$ cat src/rtl/rv_scoreboard.sv
// Per-register outstanding-write scoreboard that stalls ID on RAW/WAW hazards against in-flight writes.
// Optional `SB_WB_BYPASS_EN: a retire/kill in the current cycle is subtracted before the ID hazard checks.
module rv_scoreboard #(
   parameter int MAX_OUT = 3
) (
   input  logic        i_clk,
   input  logic        i_rst_n,
   input  logic        i_sb_issue_valid,
   input  logic        i_sb_issue_wen,
   input  logic [4:0]  i_sb_issue_rd,
   input  logic [1:0]  i_sb_rs_used,
   input  logic [4:0]  i_sb_rs1,
   input  logic [4:0]  i_sb_rs2,
   input  logic        i_sb_wb_valid,
   input  logic [4:0]  i_sb_wb_rd,
   input  logic        i_sb_kill_valid,
   input  logic [4:0]  i_sb_kill_rd,
   output logic        o_sb_stall_id,
   output logic [31:0] o_sb_busy_vec,
   output logic        o_sb_empty,
   output logic        o_sb_err
);

   localparam int CW = $clog2(MAX_OUT + 1);
   localparam logic [CW-1:0] MAX_C = CW'(MAX_OUT);

   logic [CW-1:0] cnt_q [32];
   logic [CW-1:0] cnt_d [32];
   logic [CW-1:0] eff   [32];
   logic [31:0]   busy_q, busy_d;
   logic          empty_q, empty_d;
   logic          err_q, err_d;
   logic [31:0]   wb_dec, kill_dec;
   logic          stall;
   logic          inc;

   function automatic logic [1:0] dec_amt(input logic wb, input logic kill);
      return {1'b0, wb} + {1'b0, kill};
   endfunction

   // Subtract with a floor at zero; an excess decrement is an underflow.
   function automatic logic [CW-1:0] sat_sub(input logic [CW-1:0] a, input logic [1:0] d);
      if (int'(d) > int'(a)) return '0;
      return a - CW'(d);
   endfunction

   always_comb begin
      wb_dec   = '0;
      kill_dec = '0;
      if (i_sb_wb_valid && (i_sb_wb_rd != 5'd0))     wb_dec[i_sb_wb_rd]     = 1'b1;
      if (i_sb_kill_valid && (i_sb_kill_rd != 5'd0)) kill_dec[i_sb_kill_rd] = 1'b1;
      for (int r = 0; r < 32; r++) begin
`ifdef SB_WB_BYPASS_EN
         eff[r] = sat_sub(cnt_q[r], dec_amt(wb_dec[r], kill_dec[r]));
`else
         eff[r] = cnt_q[r];
`endif
      end
   end

   // Stall is independent of inc, so no loop through the issue qualifier.
   always_comb begin
      stall = (i_sb_rs_used[0] && (i_sb_rs1 != 5'd0) && (eff[i_sb_rs1] != '0))
            | (i_sb_rs_used[1] && (i_sb_rs2 != 5'd0) && (eff[i_sb_rs2] != '0))
            | (i_sb_issue_valid && i_sb_issue_wen && (i_sb_issue_rd != 5'd0)
               && (eff[i_sb_issue_rd] == MAX_C));
   end

   assign o_sb_stall_id = stall;

   always_comb begin
      inc     = i_sb_issue_valid && i_sb_issue_wen && !stall && (i_sb_issue_rd != 5'd0);
      err_d   = err_q;
      busy_d  = '0;
      cnt_d[0] = '0;
      for (int r = 1; r < 32; r++) begin
         if (int'(dec_amt(wb_dec[r], kill_dec[r])) > int'(cnt_q[r])) err_d = 1'b1;
         cnt_d[r] = sat_sub(cnt_q[r], dec_amt(wb_dec[r], kill_dec[r]))
                  + CW'(inc && (i_sb_issue_rd == 5'(r)));
         busy_d[r] = (cnt_d[r] != '0);
      end
      empty_d = (busy_d == '0);
   end

   always_ff @(posedge i_clk or negedge i_rst_n) begin
      if (!i_rst_n) begin
         for (int r = 0; r < 32; r++) cnt_q[r] <= '0;
         busy_q  <= '0;
         empty_q <= 1'b1;
         err_q   <= 1'b0;
      end else begin
         for (int r = 0; r < 32; r++) cnt_q[r] <= cnt_d[r];
         busy_q  <= busy_d;
         empty_q <= empty_d;
         err_q   <= err_d;
      end
   end

   assign o_sb_busy_vec = busy_q;
   assign o_sb_empty    = empty_q;
   assign o_sb_err      = err_q;

endmodule

$ cat config.mk
export PLATFORM = sky130hd
export DESIGN_NAME = rv_scoreboard
export DESIGN_NICKNAME = d
export VERILOG_FILES = /design/src/rtl/rv_scoreboard.sv
export SDC_FILE = /design/constraint.sdc
export NUM_CORES = 1
export LEC_CHECK = 0
export BUFFER_PORTS_ARGS = -buffer_cell sky130_fd_sc_hd__buf_2
export CORE_UTILIZATION = 55
export DETAILED_ROUTE_END_ITERATION = 7
export PLACE_DENSITY_LB_ADDON = 0.3
export SYNTH_ARGS = -nofsm -noshare
export SYNTH_HDL_FRONTEND = slang
export SYNTH_SLANG_ARGS = --single-unit
$ cat constraint.sdc
create_clock -name i_clk -period 6.9 [get_ports i_clk]
set_input_delay 1.38 -clock i_clk [delete_from_list [all_inputs] [get_ports i_clk]]
set_output_delay 1.38 -clock i_clk [all_outputs]
set_load 0.005 [all_outputs]
# Word-level counts from Yosys, hierarchy flattened
# Index checks and enable logic that the tools add are counted.
# word_totals
memories	0
out_inout_bits	35
input_bits	33
register_bits	95
latchBits	0
rom_bits	0
ramBits	0
elab_cells	426
# classes
n_reduce_logical	85
bitwise_logic	5
shift	0
addsub	93
muxes	139
eq_ne	32
div	0
n_mul	0
magnitude_cmp	38
# op_table
cell	count
$mux W2	68
$eq A5 B5 Y1 const B	16
$reduce_bool A2 Y1	33
$mux W1	64
$mux W32	2
$add A1 B1 Y2	31
$add A2 B1 Y2	31
$gt A2 B2 Y1	31
$sub A2 B2 Y2	31
$logic_and A1 B1 Y1	44
$eq A5 B4 Y1 const B	8
$logic_not A31 Y1	1
$reduce_bool A31 Y1	1
$bmux W2 S5	3
$reduce_bool A5 Y1	5
$eq A5 B3 Y1 const B	4
$ge A6 B6 Y1 const B	3
$not A5 Y6	3
$lt A5 B6 Y1 const B	2
$demux W1 S5	2
$eq A5 B2 Y1 const B	2
$ge A5 B1 Y1 const B	2
$eq A5 B1 Y1 const B	1
$eq A2 B2 Y1 const B	1
2 further kinds	3

# Logic depth before layout (Yosys ltp)
# Gate-level depths: netlist (run 1).
# logic_depth
word_depth	38
depth_mapped	15
ltp_nobuf	14

# Worst setup path after synthesis (run 1)
# OpenSTA, ideal clock, no wires.
# synth_path
path_type	input to register
startpoint	input i_sb_rs1[0]
endpoint	register empty_q (netlist: o_sb_empty)
setup_slack_ns	2.090
path_buffers	3
setup_ns	0.090
cell_stages	13
t_arrival_ns	4.720
t_required_ns	6.810
path_cell_list	buf_2 buf_1 mux4_2 o221ai_1 o221a_2 clkbuf_1 nor3_1 ha_1 xnor2_1 or2_1 or4_1 or4_1 nor4_2
# synth_rtl
element	line	source
from (decl)	12	input logic [4:0] i_sb_rs1,
to (signal assigned)	94	empty_q <= empty_d;
to (decl)	31	logic empty_q, empty_d;

==> metrics, run 1 <==
final setup margin=1580 ps; Root Driver=clkbuf_16; status=completed; routability cong.=0.976; GRT Total Usage=35.9%; Syn Inst Count=795; final core utilization=63.6%; cts repair resizes=0; setup_tns=0 ps; main flop type after synthesis=dfrtp_1; Hold Crit Class=reg -> reg; vias per cell=6.10; most used routing layer=met2; number of fill cells in the layout=1117; FF/Latch Area=2380 sq um; row count=41; area of the multi-input gates=4580 sq um; CP Class=in -> reg; DR vias=6275; Max transition margin=46.4%; pwr/cell area=333 nW/um^2; Gate power share=40.6%; # clock sinks=95; crit end category=register; clock buffer count from CTS=9; Post-DP HPWL=18400 um; CTS Hold Bufs=0; Initial Util=57.4%; WP data required=7170 ps; share of layout cells above drive strength 1=15.3%; Synth cell types=58; largest net degree at the start of global routing=59; sw frac=40.6%; Synth Warn #=0; commonest non-fill, non-tap cell in the layout=nor2_1; RSZ-0062 raised after global routing=no; Data arrival, critical path=5590 ps; EDFF count, synth=0; Hold Fails Final Rpt=0; Die X=118 um; Internal=1.62 mW; Synth area leader=dfrtp_1; final setup vio count=0; H-tree depth=3; Layout Nets=1009; TritonCTS clock tree=yes; Async S/R FF share, synth=100%; first-pass GRT wire length=36800 um; chip height=118 um; fmax=188 MHz; Post-Syn Nets=952; area growth from synthesis to layout=10.9%; Routed Antenna Nets=0; met3 Usage GRT=6.98%; met2 global-route usage=59.7%; Synth Register Bits=95; Crit. Startpoint=i_sb_rs1[1]; Slew @ Worst Pin=802 ps; worst-path fanout max=32; pre-CTS WS=1270 ps; IO buf count=66; 1st-iter DRT viols=474; drt drc=0; Cell Area, Synth=7390 sq um; Max VDD drop=206 uV; share of the synthesized area in the top cell type=31.8%; R2R cell count=11; initial antenna violation count=0; Leak=3.75 nW; hold_sp=o_sb_err; Reg power frac=39.1%; post-route cell area=8190 sq um; wire per inst=23.1 um; startpoint types=input pin; Max-Cap Viols=0; Clk pin slew, worst setup/hold paths=70 ps; Hold WS=643 ps; placed cell areas=7870 sq um; full die area=13900 sq um; Pre-antenna DRT Iters=5; Synth area leaders=dfrtp_1 32%, ha_1 16%, fa_1 8.4%; met1 GRT Util=44.8%; final WL=23800 um; setup bufs post-CTS=0; most frequent cells in the layout=116 x nor2_1, 94 x dfrtp_1, 93 x ha_1, 87 x inv_1, 65 x buf_2; Final Max Slew Viols=0; hold path cells=3; IO Count=68; NetSw=1.11 mW; post-layout min period=5320 ps; Max clock buf depth=2; diode count=0; Mean Syn Cell Area=9.29 sq um; register area share after synthesis=32.2%; clock share of power=20.2%; Clock Latency Late Sink=360 ps; clock skew=7.28 ps; vias in the first global route=6444; GRT overflow=0; Tcrit/Tclk final=77.1%; Reg-to-Reg Start=cnt_q[3]; core area=12900 sq um
==> final cells by class <==
| type | instances | area share, % |
|---|---|---|
| sequential | 95 | 29.0 |
| timing repair buffer | 71 | 4.52 |
| tap | 172 | 2.63 |
| clock buffer | 10 | 2.80 |
| clock inverter | 6 | 1.10 |
| inverter | 87 | 3.99 |
| multi-input combinational | 588 | 55.9 |
==> worst paths after layout <==
check | endpoint | slack, ps
min reg2reg | o_sb_err | 640
max reg2reg | o_sb_empty | 2380
max in group asynchronous | o_sb_busy_vec[22] | 4730
min in group asynchronous | cnt_q[47] | 990
max | o_sb_empty | 1580
min | o_sb_err | 640
==> critical path, cell delays in order <==
cell and delay [ps]:
buf_2 250, mux4_2 550, a221oi_1 330, o221a_2 740, nor3_1 270, ha_1 280
xor2_1 160, or2_2 300, or4_1 460, or4_1 570, nor4_2 260
==> metal layers <==
layer	up-vias	routed length [um]
met5	-	0
met3	56	1860
met2	301	11400
met4	0	1070
met1	3088	9400
li1	2830	-
==> flip-flops by register name (all words and copies together) (netlist names) <==
| signal | flops |
|---|---|
| o_sb_err | 1 |
| o_sb_busy_vec | 31 |
| o_sb_empty | 1 |
| cnt_q | 62 |
==> through the flow <==
stage	instances	power [mW]
finish	1029	2.72
detailed placement	1013	2.15
global placement	1013	2.11
CTS	1029	2.72
global route	1029	2.91
floorplan	795	1.70
==> synth_stat cells, types with 3 or more instances <==
master and count:
a21oi_1 11, a31oi_1 3, and3_1 4, buf_2 5, clkbuf_1 17, dfrtp_1 94
fa_1 31, ha_1 93, inv_1 87, mux4_2 11, nand2_1 42, nand2b_1 6
nand3_1 20, nand3b_1 11, nand4_1 26, nand4b_1 3, nor2_1 116, nor2b_1 28
nor3_1 50, nor3b_1 4, nor4b_1 4, o21ai_0 7, o22ai_1 3, or2_1 8
or2_2 26, or3_1 3, or3b_2 4, or4_1 8, xnor2_1 22, xor2_1 9
==> power by group through the flow <==
stage,Clock [mW],Combinational (mW),Sequential (mW)
CTS,0.558,1.10,1.06
global route,0.577,1.24,1.09
floorplan,0,0.708,0.994
finish,0.551,1.11,1.07
detailed placement,0,1.08,1.07
global placement,0,1.05,1.06
==> cell families (layout without fill, tap and decap cells) <==
kind of cell,Yosys count,count (layout),share of synthesized area (%)
buffers and inverters,112,174,5.83
and+or+nand+nor,372,372,26.0
adders and majority gates,124,124,24.2
AOI/OAI and AO/OA,47,47,4.46
xor gates and xnor gates,31,31,3.68
DFF,95,95,32.2
muxes,13,13,3.63
other,1,1,0.0508
(Power assumes the default switching activity.)
==> run 2: changes to the inputs <==
==> constraint.sdc (replaced) <==
create_clock -name i_clk -period 5.04 [get_ports i_clk]
set_input_delay 1.008 -clock i_clk [delete_from_list [all_inputs] [get_ports i_clk]]
set_output_delay 1.008 -clock i_clk [all_outputs]
set_load 0.005 [all_outputs]
==> run 2 against run 1 <==
First-iteration DRC count grew 20%. Worst setup slack worse by 1300 ps. Cell area up 2.1%. Largest cell class unchanged. Largest power group unchanged.
==> metrics, run 2 (synthesis gave the netlist of run 1 again) <==
Data arrival, critical path=5000 ps (-590 ps); CP Class=in -> reg; row count=41 (unchanged); WP data required=5310 ps (-1860 ps); Most flops, register=cnt_q; Slew @ Worst Pin=770 ps (-31.9 ps); number of fill cells in the layout=1072 (-4.0%); hold path cells=3 (unchanged); IO buf count=66 (unchanged); cts repair resizes=0 (unchanged); chip height=118 um (unchanged); Hold WS=644 ps (+0.599 ps); startpoint types=input pin; vias per cell=5.97 (-2.1%); Tcrit/Tclk final=93.8%; largest net degree at the start of global routing=58 (-1.7%); vias in the first global route=6336 (-1.7%); first-pass GRT wire length=36100 um (-1.8%); post-layout min period=4730 ps; max reg flops=62 (unchanged); fmax=212 MHz; diode count=0 (unchanged); Non-Filler Instances=1052 (+2.2%); GRT overflow=0 (unchanged); crit end category=register; pwr/cell area=448 nW/um^2 (+35%); post-route cell area=8370 sq um (+2.1%); GRT Total Usage=35.3% (-0.66 points); share of layout cells above drive strength 1=17.3% (+2.0 points); Hold Fails Final Rpt=0 (unchanged); CTS Hold Bufs=0 (unchanged); routability cong.=0.973 (-0.29%); drt drc=0 (unchanged); TritonCTS clock tree=yes; Clock Latency Late Sink=360 ps (about the same); area growth from synthesis to layout=13.3%; DR vias=6278 (+0.048%); Layout Nets=1032 (+2.3%); pre-CTS WS=-15.3 ps (-1290 ps); Max clock buf depth=2 (unchanged); wire per inst=22.1 um (-4.3%); final core utilization=65.0% (+1.4 points); dpl cells=1036 (+2.3%); most frequent cells in the layout=116 x nor2_1, 94 x dfrtp_1, 93 x ha_1, 87 x inv_1, 65 x buf_2; Max transition margin=48.7% (+2.3 points); setup_tns=0 ps (unchanged); Root Driver=clkbuf_16; Final Max Slew Viols=0 (unchanged); Final Power=3.74 mW (+37%); R2R cell count=12 (+1); initial antenna violation count=0 (unchanged); RSZ-0062 raised after global routing=no; Leak=3.86 nW (+2.9%); clock buffer count from CTS=9 (unchanged); R2R setup slack=870 ps (-1510 ps); clock skew=8.64 ps (+1.35 ps); status=completed; Post-DP HPWL=18500 um (+0.12%); Max-Cap Viols=0 (unchanged); Routed Antenna Nets=0 (unchanged); Clk pin slew, worst setup/hold paths=70 ps (about the same); IO Count=68 (unchanged); # clock sinks=95 (unchanged); Pre-antenna DRT Iters=5 (unchanged); 1st-iter DRT viols=571 (+20%); core area=12900 sq um (unchanged); commonest non-fill, non-tap cell in the layout=nor2_1; Initial Util=57.4% (unchanged); H-tree depth=3 (unchanged); worst-path fanout max=8 (-75%); final setup vio count=0 (unchanged); placed cell areas=8060 sq um (+2.4%); Hold Crit Class=reg -> reg; Die X=118 um (unchanged); final setup margin=313 ps (-1260 ps); full die area=13900 sq um (unchanged); Max VDD drop=238 uV (+16%); setup bufs post-CTS=0 (unchanged); final WL=23200 um (-2.2%)
==> run 2: cell count changes in the layout (fill, tap and decap cells not counted), sizes merged <==
cell / delta
clkbuf: +2
inv: -2
buf: +23
==> run 2: power breakdown <==
group	internal [mW]	switching (mW)	total [mW]
clock	0.435	0.300	0.735
combinational	0.672	0.884	1.56
sequential	1.12	0.330	1.45
total	2.23	1.51	3.74
==> run 2: path summary, 6_finish.rpt <==
| path | end | startpoint |
|---|---|---|
| worst max-delay path | o_sb_empty | i_sb_wb_rd[4] |
| worst min-delay path | o_sb_err | o_sb_err |
| worst max register to register | o_sb_empty | cnt_q[33] |
| worst min register to register | o_sb_err | o_sb_err |
| max in group asynchronous | cnt_q[17] | i_rst_n |
| min in group asynchronous | o_sb_busy_vec[6] | i_rst_n |
==> run 2: layer usage <==
layer  up-vias  GRT usage [%]  share of wire [%]  routed length (um)
li1       2871              -                  -                   -
met1      3056           46.3                 41                9540
met2       294           56.8                 46               10800
met3        57           6.59                8.2                1900
met4         0           15.8                4.3                1010
met5         -              0                  0                   0
==> run 2: layout make-up <==
type,count,area [sq um],area share (%)
clock buffer,12,236,2.83
clock inverter,4,72.6,0.867
inverter,87,327,3.90
multi-input combinational,588,4580,54.8
sequential,95,2380,28.4
tap,172,215,2.57
timing repair buffer,94,556,6.64
==> run 2: critical path, cell delays in order <==
cell	delay (ps)
buf_2	140
or3_1	440
nand2_1	300
nor2_1	120
ha_1	320
ha_1	200
fa_1	490
nor2_1	150
ha_1	240
or2_2	330
or4_1	480
or4_1	530
nor4_2	240
==> run 3: changes to the inputs <==
--- a/config.mk
+++ b/config.mk
@@ -5,9 +5,11 @@
 export SDC_FILE = /design/constraint.sdc
 export NUM_CORES = 1
 export LEC_CHECK = 0
+export ABC_AREA = 1
 export BUFFER_PORTS_ARGS = -buffer_cell sky130_fd_sc_hd__buf_2
 export CORE_UTILIZATION = 55
 export DETAILED_ROUTE_END_ITERATION = 7
+export MAX_ROUTING_LAYER = met4
 export PLACE_DENSITY_LB_ADDON = 0.3
 export SYNTH_ARGS = -nofsm -noshare
 export SYNTH_HDL_FRONTEND = slang
==> run 3 against run 2 <==
Die area up 7.4%. Clock skew down 0.93 ps. Worst setup slack better by 350 ps. Sequential share of layout area down 1.4 points. Via count up 16%. Wire length up 11%. Critical endpoint unchanged.
==> metrics, run 3 <==
row count=43 (+4.9%); cts repair resizes=0 (unchanged); Syn Inst Count=1053 (+32%); initial antenna violation count=0 (unchanged); EDFF count, synth=0 (unchanged); vias per cell=5.56 (-6.8%); GRT overflow=0 (unchanged); number of fill cells in the layout=1324 (+24%); Cell Area, Synth=7940 sq um (+7.6%); CP max-delay cell=nor4_1; pre-CTS WS=379 ps (+394 ps); clock skew=7.71 ps (-0.925 ps); Clk pin slew, worst setup/hold paths=70 ps (about the same); diode count=0 (unchanged); Root Driver=clkbuf_16; Max transition margin=52.6% (+4.0 points); crit-path cells=buf_2, buf_4, o21ai_0, nand2_1, nand2_1, nand2_1, nand2_1, o21ai_1, nand2_1, nand2_2, nand4_4, buf_4, nor2_2, ha_1, inv_1, xor2_1, or2_2, nor4_1, nand4_1, nor2_1; first-pass GRT wire length=40100 um (+11%); Post-Syn Nets=1210 (+27%); Initial Util=56.8% (-0.57 points); Synth cell types=36 (-38%); Die X=122 um (+3.6%); commonest non-fill, non-tap cell in the layout=nand2_1; final setup vio count=0 (unchanged); area growth from synthesis to layout=10.6%; Slew @ Worst Pin=710 ps (-59.6 ps); final setup margin=668 ps (+355 ps); final WL=25800 um (+11%); vias in the first global route=7137 (+13%); placed cell areas=8500 sq um (+5.5%); Hold Crit Class=reg -> reg; startpoint types=input pin; # clock sinks=95 (unchanged); Async S/R FF share, synth=100% (unchanged); Routed Antenna Nets=0 (unchanged); max reg flops=62 (unchanged); clock buffer count from CTS=9 (unchanged); chip height=122 um (+3.6%); core area=14000 sq um (+8.6%); H-tree depth=3 (unchanged); Max VDD drop=215 uV (-9.6%); Synth Warn #=0 (unchanged); setup_tns=0 ps (unchanged); dpl cells=1298 (+25%); CTS Hold Bufs=0 (unchanged); Mean Syn Cell Area=7.54 sq um (-19%); register area share after synthesis=29.9% (-2.3 points); Non-Filler Instances=1314 (+25%); Max-Cap Viols=0 (unchanged); Post-DP HPWL=20900 um (+13%); Final Max Slew Viols=0 (unchanged); GRT Total Usage=38.4% (+3.1 points); Max clock buf depth=2 (unchanged); Clock Latency Late Sink=360 ps (about the same); CP Class=in -> reg; routability cong.=1.03 (+5.9%); largest net degree at the start of global routing=54 (-6.9%); 1st-iter DRT viols=731 (+28%); setup bufs post-CTS=0 (unchanged); post-route cell area=8780 sq um (+5.0%); synth cell count leaders=235 x nand2_1, 164 x inv_1, 153 x nor2_1, 94 x dfrtp_1, 93 x ha_1; full die area=14900 sq um (+7.4%); Layout Nets=1286 (+25%); RSZ-0062 raised after global routing=no; main flop type after synthesis=dfrtp_1; Synth Register Bits=95 (unchanged); status=completed; share of the synthesized area in the top cell type=29.6% (-2.2 points); Leak=4.65 nW (+20%); post-layout min period=4370 ps (-355 ps); worst-path fanout max=26 (+18); count leader, synth=nand2_1; Worst path max stage delay=520 ps (about the same); fmax=229 MHz (+8.1%); Most flops, register=cnt_q; IO Count=68 (unchanged); Hold Fails Final Rpt=0 (unchanged); DR vias=7311 (+16%); Pre-antenna DRT Iters=7 (+2); pwr/cell area=427 nW/um^2 (-4.6%); crit end category=register; wire per inst=19.7 um (-11%); Synth area leaders=dfrtp_1 30%, ha_1 15%, nand2_1 11%; most frequent cells in the layout=235 x nand2_1, 164 x inv_1, 153 x nor2_1, 94 x dfrtp_1, 93 x ha_1; share of layout cells above drive strength 1=15.2% (-2.1 points); WP data required=5330 ps (+20 ps); TritonCTS clock tree=yes; cell mode on critical path=nand2_1; Tcrit/Tclk final=86.7% (-7.0 points); Data arrival, critical path=4660 ps (-340 ps); drt drc=0 (unchanged); IO buf count=66 (unchanged); Final Power=3.75 mW (+0.23%); Synth area leader=dfrtp_1
[run 3: where the power goes]
group          total [mW]  leakage [nW]  internal [mW]  switching (mW)
Clock               0.683         0.132          0.352           0.330
Combinational        1.61          3.43          0.624           0.986
Sequential           1.46          1.08           1.12           0.339
[run 3: final timing paths]
path | start | endpoint | slack (ps) | cells after the start
min reg2reg | o_sb_err | o_sb_err | 620 | 3
max reg2reg | cnt_q[5] | o_sb_empty | 1210 | 19
min in group asynchronous | i_rst_n | cnt_q[15] | 680 | 1
max in group asynchronous | i_rst_n | o_sb_busy_vec[8] | 3270 | 2
min | o_sb_err | o_sb_err | 620 | 3
max | i_sb_issue_rd[0] | o_sb_empty | 670 | 20
[run 3: per-layer routing]
| metal | GRT usage (%) | vias to the layer above | share of wire (%) |
|---|---|---|---|
| met5 | - | - | 0 |
| met4 | 17.1 | 0 | 4.5 |
| met3 | 8.24 | 71 | 9.8 |
| met2 | 58.9 | 338 | 45 |
| met1 | 48.7 | 3468 | 41 |
| li1 | - | 3434 | - |
[run 3: kinds of logic (layout without fill, tap and decap cells)]
kind of cell	after synthesis	count (layout)	share of synthesized area [%]
AO/OA/AOI/OAI	45	45	3.07
flip-flops	95	95	29.9
XOR/XNOR	25	25	2.76
other	1	1	0.0472
buffers and inverters	192	273	10.2
adder cells (fa/ha/maj)	124	124	22.5
AND/OR/NAND/NOR	571	571	31.6
[run 3: layout make-up]
type / count / area, sq um / area share [%]
tap: 180 / 225 / 2.56
sequential: 95 / 2380 / 27.1
inverter: 168 / 633 / 7.21
timing repair buffer: 89 / 505 / 5.75
clock buffer: 11 / 243 / 2.76
clock inverter: 5 / 41.3 / 0.470
multi-input combinational: 766 / 4760 / 54.2
[run 3: metrics by stage]
step	utilization [%]	hold slack [ps]
after detailed placement	60.8	593
after CTS	62.8	610
after floorplan	-	552
after global routing	62.8	633
after global placement	60.8	592
final	62.8	615
[run 3: worst max-delay path, delay by kind of cell]
kind	cells	cell delay [ps]
fa+ha+maj	1	150
simple gates	12	2030
compound gates	2	260
xor+xnor	1	170
buf+inv	4	1050
